$ cat src/rtl/debounce_sync_if.sv
// Pin-side bundle for the debouncer: raw input in, conditioned level and
// qualification flag out.
interface debounce_sync_if;
  logic in;
  logic db;
  logic busy;

  modport master (output in, input db, input busy);
  modport slave  (input in, output db, output busy);
endinterface

$ cat src/rtl/debounce_sync.sv
// Two-flop synchroniser plus counter-qualified debounce FSM; db only moves
// after the synchronised input has held the new level for CYCLES clocks.
//
//   state    | meaning
//   ---------+-------------------------------------------------
//   ST_ZERO  | stable low, db=0
//   ST_WAIT1 | candidate rise being qualified, db still 0
//   ST_ONE   | stable high, db=1
//   ST_WAIT0 | candidate fall being qualified, db still 1
module debounce_sync #(
  parameter  int CYCLES = 500000,
  localparam int W      = $clog2(CYCLES + 1)
) (
  input  logic           clk,
  input  logic           reset,
  debounce_sync_if.slave bus
);

  typedef enum logic [1:0] {
    ST_ZERO  = 2'd0,
    ST_WAIT1 = 2'd1,
    ST_ONE   = 2'd2,
    ST_WAIT0 = 2'd3
  } state_t;

  localparam logic [W-1:0] RELOAD = W'(CYCLES - 1);

  logic   s0_q, s0_d;
  logic   s1_q, s1_d;
  state_t state_q, state_d;
  logic [W-1:0] cnt_q, cnt_d;
  logic   db_q, db_d;
  logic   busy_q, busy_d;

  always_ff @(posedge clk or negedge reset) begin
    if (!reset) begin
      s0_q    <= 1'b0;
      s1_q    <= 1'b0;
      state_q <= ST_ZERO;
      cnt_q   <= '0;
      db_q    <= 1'b0;
      busy_q  <= 1'b0;
    end else begin
      s0_q    <= s0_d;
      s1_q    <= s1_d;
      state_q <= state_d;
      cnt_q   <= cnt_d;
      db_q    <= db_d;
      busy_q  <= busy_d;
    end
  end

  always_comb begin
    s0_d    = bus.in;
    s1_d    = s0_q;
    state_d = state_q;
    cnt_d   = cnt_q;

    // Zero is tested before decrementing, so the counter never wraps.
    case (state_q)
      ST_ZERO: begin
        if (s1_q) begin
          state_d = ST_WAIT1;
          cnt_d   = RELOAD;
        end
      end
      ST_WAIT1: begin
        if (!s1_q)             state_d = ST_ZERO;
        else if (cnt_q == '0)  state_d = ST_ONE;
        else                   cnt_d   = cnt_q - 1'b1;
      end
      ST_ONE: begin
        if (!s1_q) begin
          state_d = ST_WAIT0;
          cnt_d   = RELOAD;
        end
      end
      ST_WAIT0: begin
        if (s1_q)              state_d = ST_ONE;
        else if (cnt_q == '0)  state_d = ST_ZERO;
        else                   cnt_d   = cnt_q - 1'b1;
      end
      default: state_d = ST_ZERO;
    endcase

    db_d   = (state_d == ST_ONE)   || (state_d == ST_WAIT0);
    busy_d = (state_d == ST_WAIT1) || (state_d == ST_WAIT0);
  end

  assign bus.db   = db_q;
  assign bus.busy = busy_q;

endmodule

$ cat src/flat_wrapper.sv
// flat-port wrapper written by rule: the top's interface ports become plain ports
module debounce_sync_flat 
#(
  parameter  int CYCLES = 500000,
  localparam int W      = $clog2(CYCLES + 1)
)
  (clk, reset, bus_in, bus_db, bus_busy);
  debounce_sync_if bus_i ();
  input  logic clk;
  input  logic reset;
  input wire logic [$bits(bus_i.in)-1:0] bus_in;
  output wire logic [$bits(bus_i.db)-1:0] bus_db;
  output wire logic [$bits(bus_i.busy)-1:0] bus_busy;
  assign bus_i.in = bus_in;
  assign bus_db = bus_i.db;
  assign bus_busy = bus_i.busy;
  debounce_sync #(.CYCLES(CYCLES)) u_core (.clk(clk), .reset(reset), .bus(bus_i));
endmodule
$ cat config.mk
export PLATFORM = sky130hd
export DESIGN_NAME = debounce_sync_flat
export DESIGN_NICKNAME = d
export VERILOG_FILES = /design/src/rtl/debounce_sync_if.sv /design/src/rtl/debounce_sync.sv /design/src/flat_wrapper.sv
export SDC_FILE = /design/constraint.sdc
export NUM_CORES = 1
export LEC_CHECK = 0
export ABC_AREA = 1
export CAP_MARGIN = 20
export CORE_MARGIN = 5
export CORE_UTILIZATION = 55
export CTS_CLUSTER_DIAMETER = 150
export DETAILED_ROUTE_END_ITERATION = 10
export HOLD_SLACK_MARGIN = 0.1
export PLACE_DENSITY_LB_ADDON = 0.2
export SLEW_MARGIN = 5
export SYNTH_ARGS = -nofsm -noshare
export SYNTH_HDL_FRONTEND = slang
export SYNTH_SLANG_ARGS = --single-unit
$ cat constraint.sdc
create_clock -name clk -period 4.6 [get_ports clk]
set_input_delay 0.46 -clock clk [delete_from_list [all_inputs] [get_ports clk]]
set_output_delay 0.46 -clock clk [all_outputs]
set_load 0.005 [all_outputs]
After elaboration in Yosys (flattened, before gate mapping)
Index checks and enable logic that the tools add are counted.
W data, S select, Z words.
- register bits after elaboration: 25
- $add $sub $neg: 1
- eq/ne operators: 10
- mux-type cells: 13
- reduce and logical (&&, ||, !) cells: 5
- operator list (operator ; count):
    $mux W19 ; 5
    $pmux W19 S4 ; 1
    $logic_not A19 Y1 ; 1
    $sub A19 B1 Y19 const B ; 1
    $mux W2 ; 6
    $eq A2 B2 Y1 const B ; 4
    $pmux W2 S4 ; 1
    $eq A2 B1 Y1 const B ; 2
    $ne A2 B1 Y1 const B ; 2
    $ne A2 B2 Y1 const B ; 2
    $reduce_and A4 Y1 ; 1
    $logic_not A2 Y1 ; 1
    $logic_or A1 B1 Y1 ; 2

Longest topological paths before layout
- depth after elaboration: 6
- depth in mapped cells: 10
- depth with buffers taken out: 9

Worst setup path after synthesis
No wires, ideal clock.
- kind: register to register
- start point: register u_core.cnt_q[0]
- end point: register u_core.cnt_q[8]
- library setup time: 0.119 ns
- arrival time: 1.453 ns
- data required time: 4.481 ns
- setup slack: 3.028 ns
- stages on the path, launching flop included: 11
- path buffers: 1
- cell sequence: dfrtp_1 inv_1 ha_1 nand2_2 nor2_4 nand3_4 nand2_4 inv_4 buf_6 o21ai_2 nand2_1
- cells in the longest elaborated chain, start to end: 4
- elaborated cells between the ends (all ways): 6
- those cells by class: add/sub (1); mux (4); reduce/logical (1)
- ends and longest elaborated chain (what ; line ; RTL):
    from (decl) ; debounce_sync.sv:31 ; logic [W-1:0] cnt_q, cnt_d;
    from (signal assigned) ; debounce_sync.sv:47 ; cnt_q <= cnt_d;
    $sub A19 B1 Y19 / $logic_not A19 Y1 (equally long branches) ; -- ;
    $mux W19 * ; debounce_sync.sv:69, debounce_sync.sv:80 ;
    $mux W19, on equally long branches ; debounce_sync.sv:79, debounce_sync.sv:68 ;
    $pmux W19 S4 * ; debounce_sync.sv:60 ; case (state_q)
Every way passes the cells marked *; elsewhere a longest branch is shown, timed or not. The select of a mux whose other input is x is not followed.
A chain may end at the register's enable or synchronous reset.

Worst setup path in the final report
- start point: register u_core.busy_q, in the netlist u_core.bus.busy
- end point: output bus_busy
- RTL lines (what ; line ; RTL):
    from (decl) ; debounce_sync.sv:33 ; logic busy_q, busy_d;
    from (signal assigned) ; debounce_sync.sv:49 ; busy_q <= busy_d;
    to (decl) ; flat_wrapper.sv:13 ; output wire logic [$bits(bus_i.busy)-1:0] bus_busy;
No word-level cell between the ends.

==> run_results.csv <==
group,metric,value,unit
setup_path,endpoint_kind,"primary output",
final_layout,areaGrowthSynthToFinish,8.485,%
clocking,cts_hold_buf,0,
hold_path,hold_path.class,"register to register",
setup_path,r2r_cells,9,
floorplanning,die_h,61.26,um
final_layout,fill_cells,211,
clocking,post_cts_buffers,0,
power,switching_share,27.85,%
yosys,synth.top_cell.area_share,41.56,%
place,place.gp.congestion,0.9157,
route,drc_errors,0,
setup_path,r2r_setup_slack,2.72,ns
clocking,cts_root_buf,"clkbuf_4",
place,placed_area,0.001500,sq mm
clocking,cts_resized,0,
final_layout,layout.nets,208,
sta,drv_slew,0,
power,p_seq_share,50.9,%
sta,setup_viol,0,
yosys,syn_inst,197,
yosys,synthFlopType,"dfrtp_1",
route,via_per_inst,5.343,
final_layout,antenna_cells,0,
final_layout,final_area,0.001568,sq mm
sta,post-route-period-util,45.63,%
sta,fmax,0.4764,GHz
setup_path,critPathMaxFanout,13,
floorplanning,ios,5,
yosys,synth_nets,201,
grt,grt_pass1_vias,1171,
place,dp_hpwl,2.218,mm
power,power.density,293.5,mW/mm^2
sta,hold_slack,0.3929,ns
grt,grt_pass1_wl,5.244,mm
grt,grt_antenna_before_repair,0,
setup_path,max_stage_delay,0.69,ns
yosys,synth.top_cells.by_area,"dfrtp_1, nand2_1, nor2_1, nand3_1, inv_1",
yosys,syn_avg_cell_area,7.336,sq um
sta,worstMarginPinSlew,0.5394,ns
hold_path,hold_depth,0,
power,p_int,0.3320,mW
floorplanning,die_area,0.003753,sq mm
floorplanning,initial_core_util,57.81,%
clocking,clockBufferDepth,2,
yosys,synth_top_area_cell,"dfrtp_1",
clocking,cts_tree,"yes",
clocking,cts_made_buffers,3,
route,first_iter_violations,64,
hold_path,hold_end,"u_core.s1_q$_DFF_PN0_",
job,drv_cap,0,
yosys,yosys_register_bits,24,
yosys,yosysMostFrequentCell,"nand2_1",
yosys,synthDistinctLibCells,23,
setup_path,slowest_stage,"dfrtp_1",
setup_path,path_cells,"clkdlybuf4s50_1",
sta,finalSetupTns,0,ns
setup_path,r2r-end,"u_core.cnt_q[4]$_DFFE_PN0P_",
power,p_comb_share,14.5,%
setup_path,cp_top_family,"flip-flops",
yosys,ys_seq_area_share,41.56,%
power,switchingPower,0.1281,mW
setup_path,required,4.14,ns
route,vias,1245,
route,drt.antenna.violating_nets,0,
setup_path,worst-endpoint-arrival,1.64,ns
setup_path,path_buf_inv,1,
sta,fin_skew,0.02170,ns
floorplanning,die_w,61.26,um
yosys,synth_warnings,0,
clocking,cts.sinks,24,
grt,overflow,0,
place,io_buffers,4,
yosys,synthTopCellsByCount,"nand2_1, nor2_1, dfrtp_1, inv_1, nand3_1",
sta,fin_crit,2.099,ns
clocking,clkLatencyLatePin,0.34,ns
clocking,path_clk_slew,0.16,ns
sta,relSlewSlack,63.93,%
floorplanning,rows,18,
power,p_leak,0.7271,nW
grt,grt_max_degree,25,
route,first_pass_iters,4,
floorplanning,core,0.002500,sq mm
sta,rsz0062_at_grt,"no",
route,wl,2.987,mm
power,ir_worst_vdd,0.2417,mV
route,wl_per_cell,12.82,um
grt,track_usage,18.94,%
setup_path,path_class,"register to primary output",
yosys,synth_edf_count,0,
setup_path,timing.rr.start,"u_core.cnt_q[0]$_DFFE_PN0P_",
sta,finalHoldViolations,0,
status,status,"finished, final reports clean",
setup_path,cp-start-kind,"register",
yosys,ys_async_sr_fraction,100.0,%
hold_path,hp-start,"u_core.s0_q$_DFF_PN0_",
clocking,cts_htree_levels,1,
yosys,synthesis.area,0.001445,sq mm
power,power_frac_clock,34.5,%
final_layout,drive_gt1_share,12.32,%
-- layer usage --
layer | track usage, % | up-vias | part of all wire, % | wire [um]
met5 | 0 | - | 0 | 0
met4 | 6.811 | 0 | 1.9 | 58
met3 | 3.564 | 9 | 4.3 | 127
met2 | 30.82 | 30 | 48 | 1419
met1 | 25.16 | 570 | 46 | 1382
li1 | - | 636 | - | -
-- stage by stage --
stage / util [%] / std cells / power [mW] / setup slack [ns]
6_report: 62.71 / 233 / 0.4601 / 2.501
5_1_grt: 62.71 / 233 / 0.4819 / 2.450
4_1_cts: 62.11 / 232 / 0.4596 / 2.503
3_5_place_dp: 60.01 / 228 / 0.3039 / 2.755
3_3_place_gp: 60.01 / 228 / 0.3010 / 2.843
2_1_floorplan: - / 197 / 0.2852 / 3.028
-- cell families (layout without fill, tap and decap cells) --
logic type                 after synthesis  in the layout  share of synthesized area (%)
buffers and inverters                   22             28                          6.667
and+or+nand+nor                        123            123                          38.44
xor gates and xnor gates                 6              6                          3.636
DFF                                     24             24                          41.56
AOI/OAI and AO/OA                       21             21                          8.831
adders and majority gates                1              1                         0.8657
-- power by group through the flow --
stage                     Clock, mW  Combinational, mW  Sequential (mW)
after floorplan                   0             0.0515            0.234
after global placement            0             0.0636            0.237
after detailed placement          0             0.0658            0.238
after CTS                     0.160             0.0660            0.234
after global routing          0.169             0.0767            0.236
final                         0.159             0.0669            0.234
-- cell type report --
type | instances | area (sq um) | share of cell area, %
multi-input cells | 151 | 748.2 | 47.73
flip-flops and latches | 24 | 600.6 | 38.31
inverters | 19 | 73.82 | 4.709
repair buffers | 5 | 55.05 | 3.512
well taps | 30 | 37.54 | 2.394
clock inverters | 1 | 30.03 | 1.915
clock buffers | 3 | 22.52 | 1.437
-- state kept, by name (all words and copies together) (netlist names) --
| register | cells |
|---|---|
| u_core.cnt_q | 19 |
| u_core.bus.busy | 1 |
| u_core.bus.db | 1 |
| u_core.s0_q | 1 |
| u_core.s1_q | 1 |
| u_core.state_q | 1 |
-- cell usage in the layout, fill, tap and decap left out, drive strengths merged --
cell type       n
dfrtp          24
xor2            4
clkdlybuf4s50   4
nand2          64
bufinv          1
o21ai          19
nor2           38
nand3          19
clkbuf          3
nand4           2
buf             1
ha              1
xnor2           2
a21oi           2
inv            19
-- worst max-delay path by stage --
stage               slack (ns)                           to                        start  cells after the start
CTS                       2.50                     bus_busy    u_core.bus.busy$_DFF_PN0_                      1
floorplan                 3.03  u_core.cnt_q[8]$_DFFE_PN0P_  u_core.cnt_q[0]$_DFFE_PN0P_                     10
global route              2.45                     bus_busy    u_core.bus.busy$_DFF_PN0_                      1
detailed placement        2.75  u_core.cnt_q[0]$_DFFE_PN0P_  u_core.cnt_q[0]$_DFFE_PN0P_                      9
finish                    2.50                     bus_busy    u_core.bus.busy$_DFF_PN0_                      1
global placement          2.84  u_core.cnt_q[0]$_DFFE_PN0P_  u_core.cnt_q[0]$_DFFE_PN0P_                      9
No activity file was read; power rests on OpenSTA's default activity.
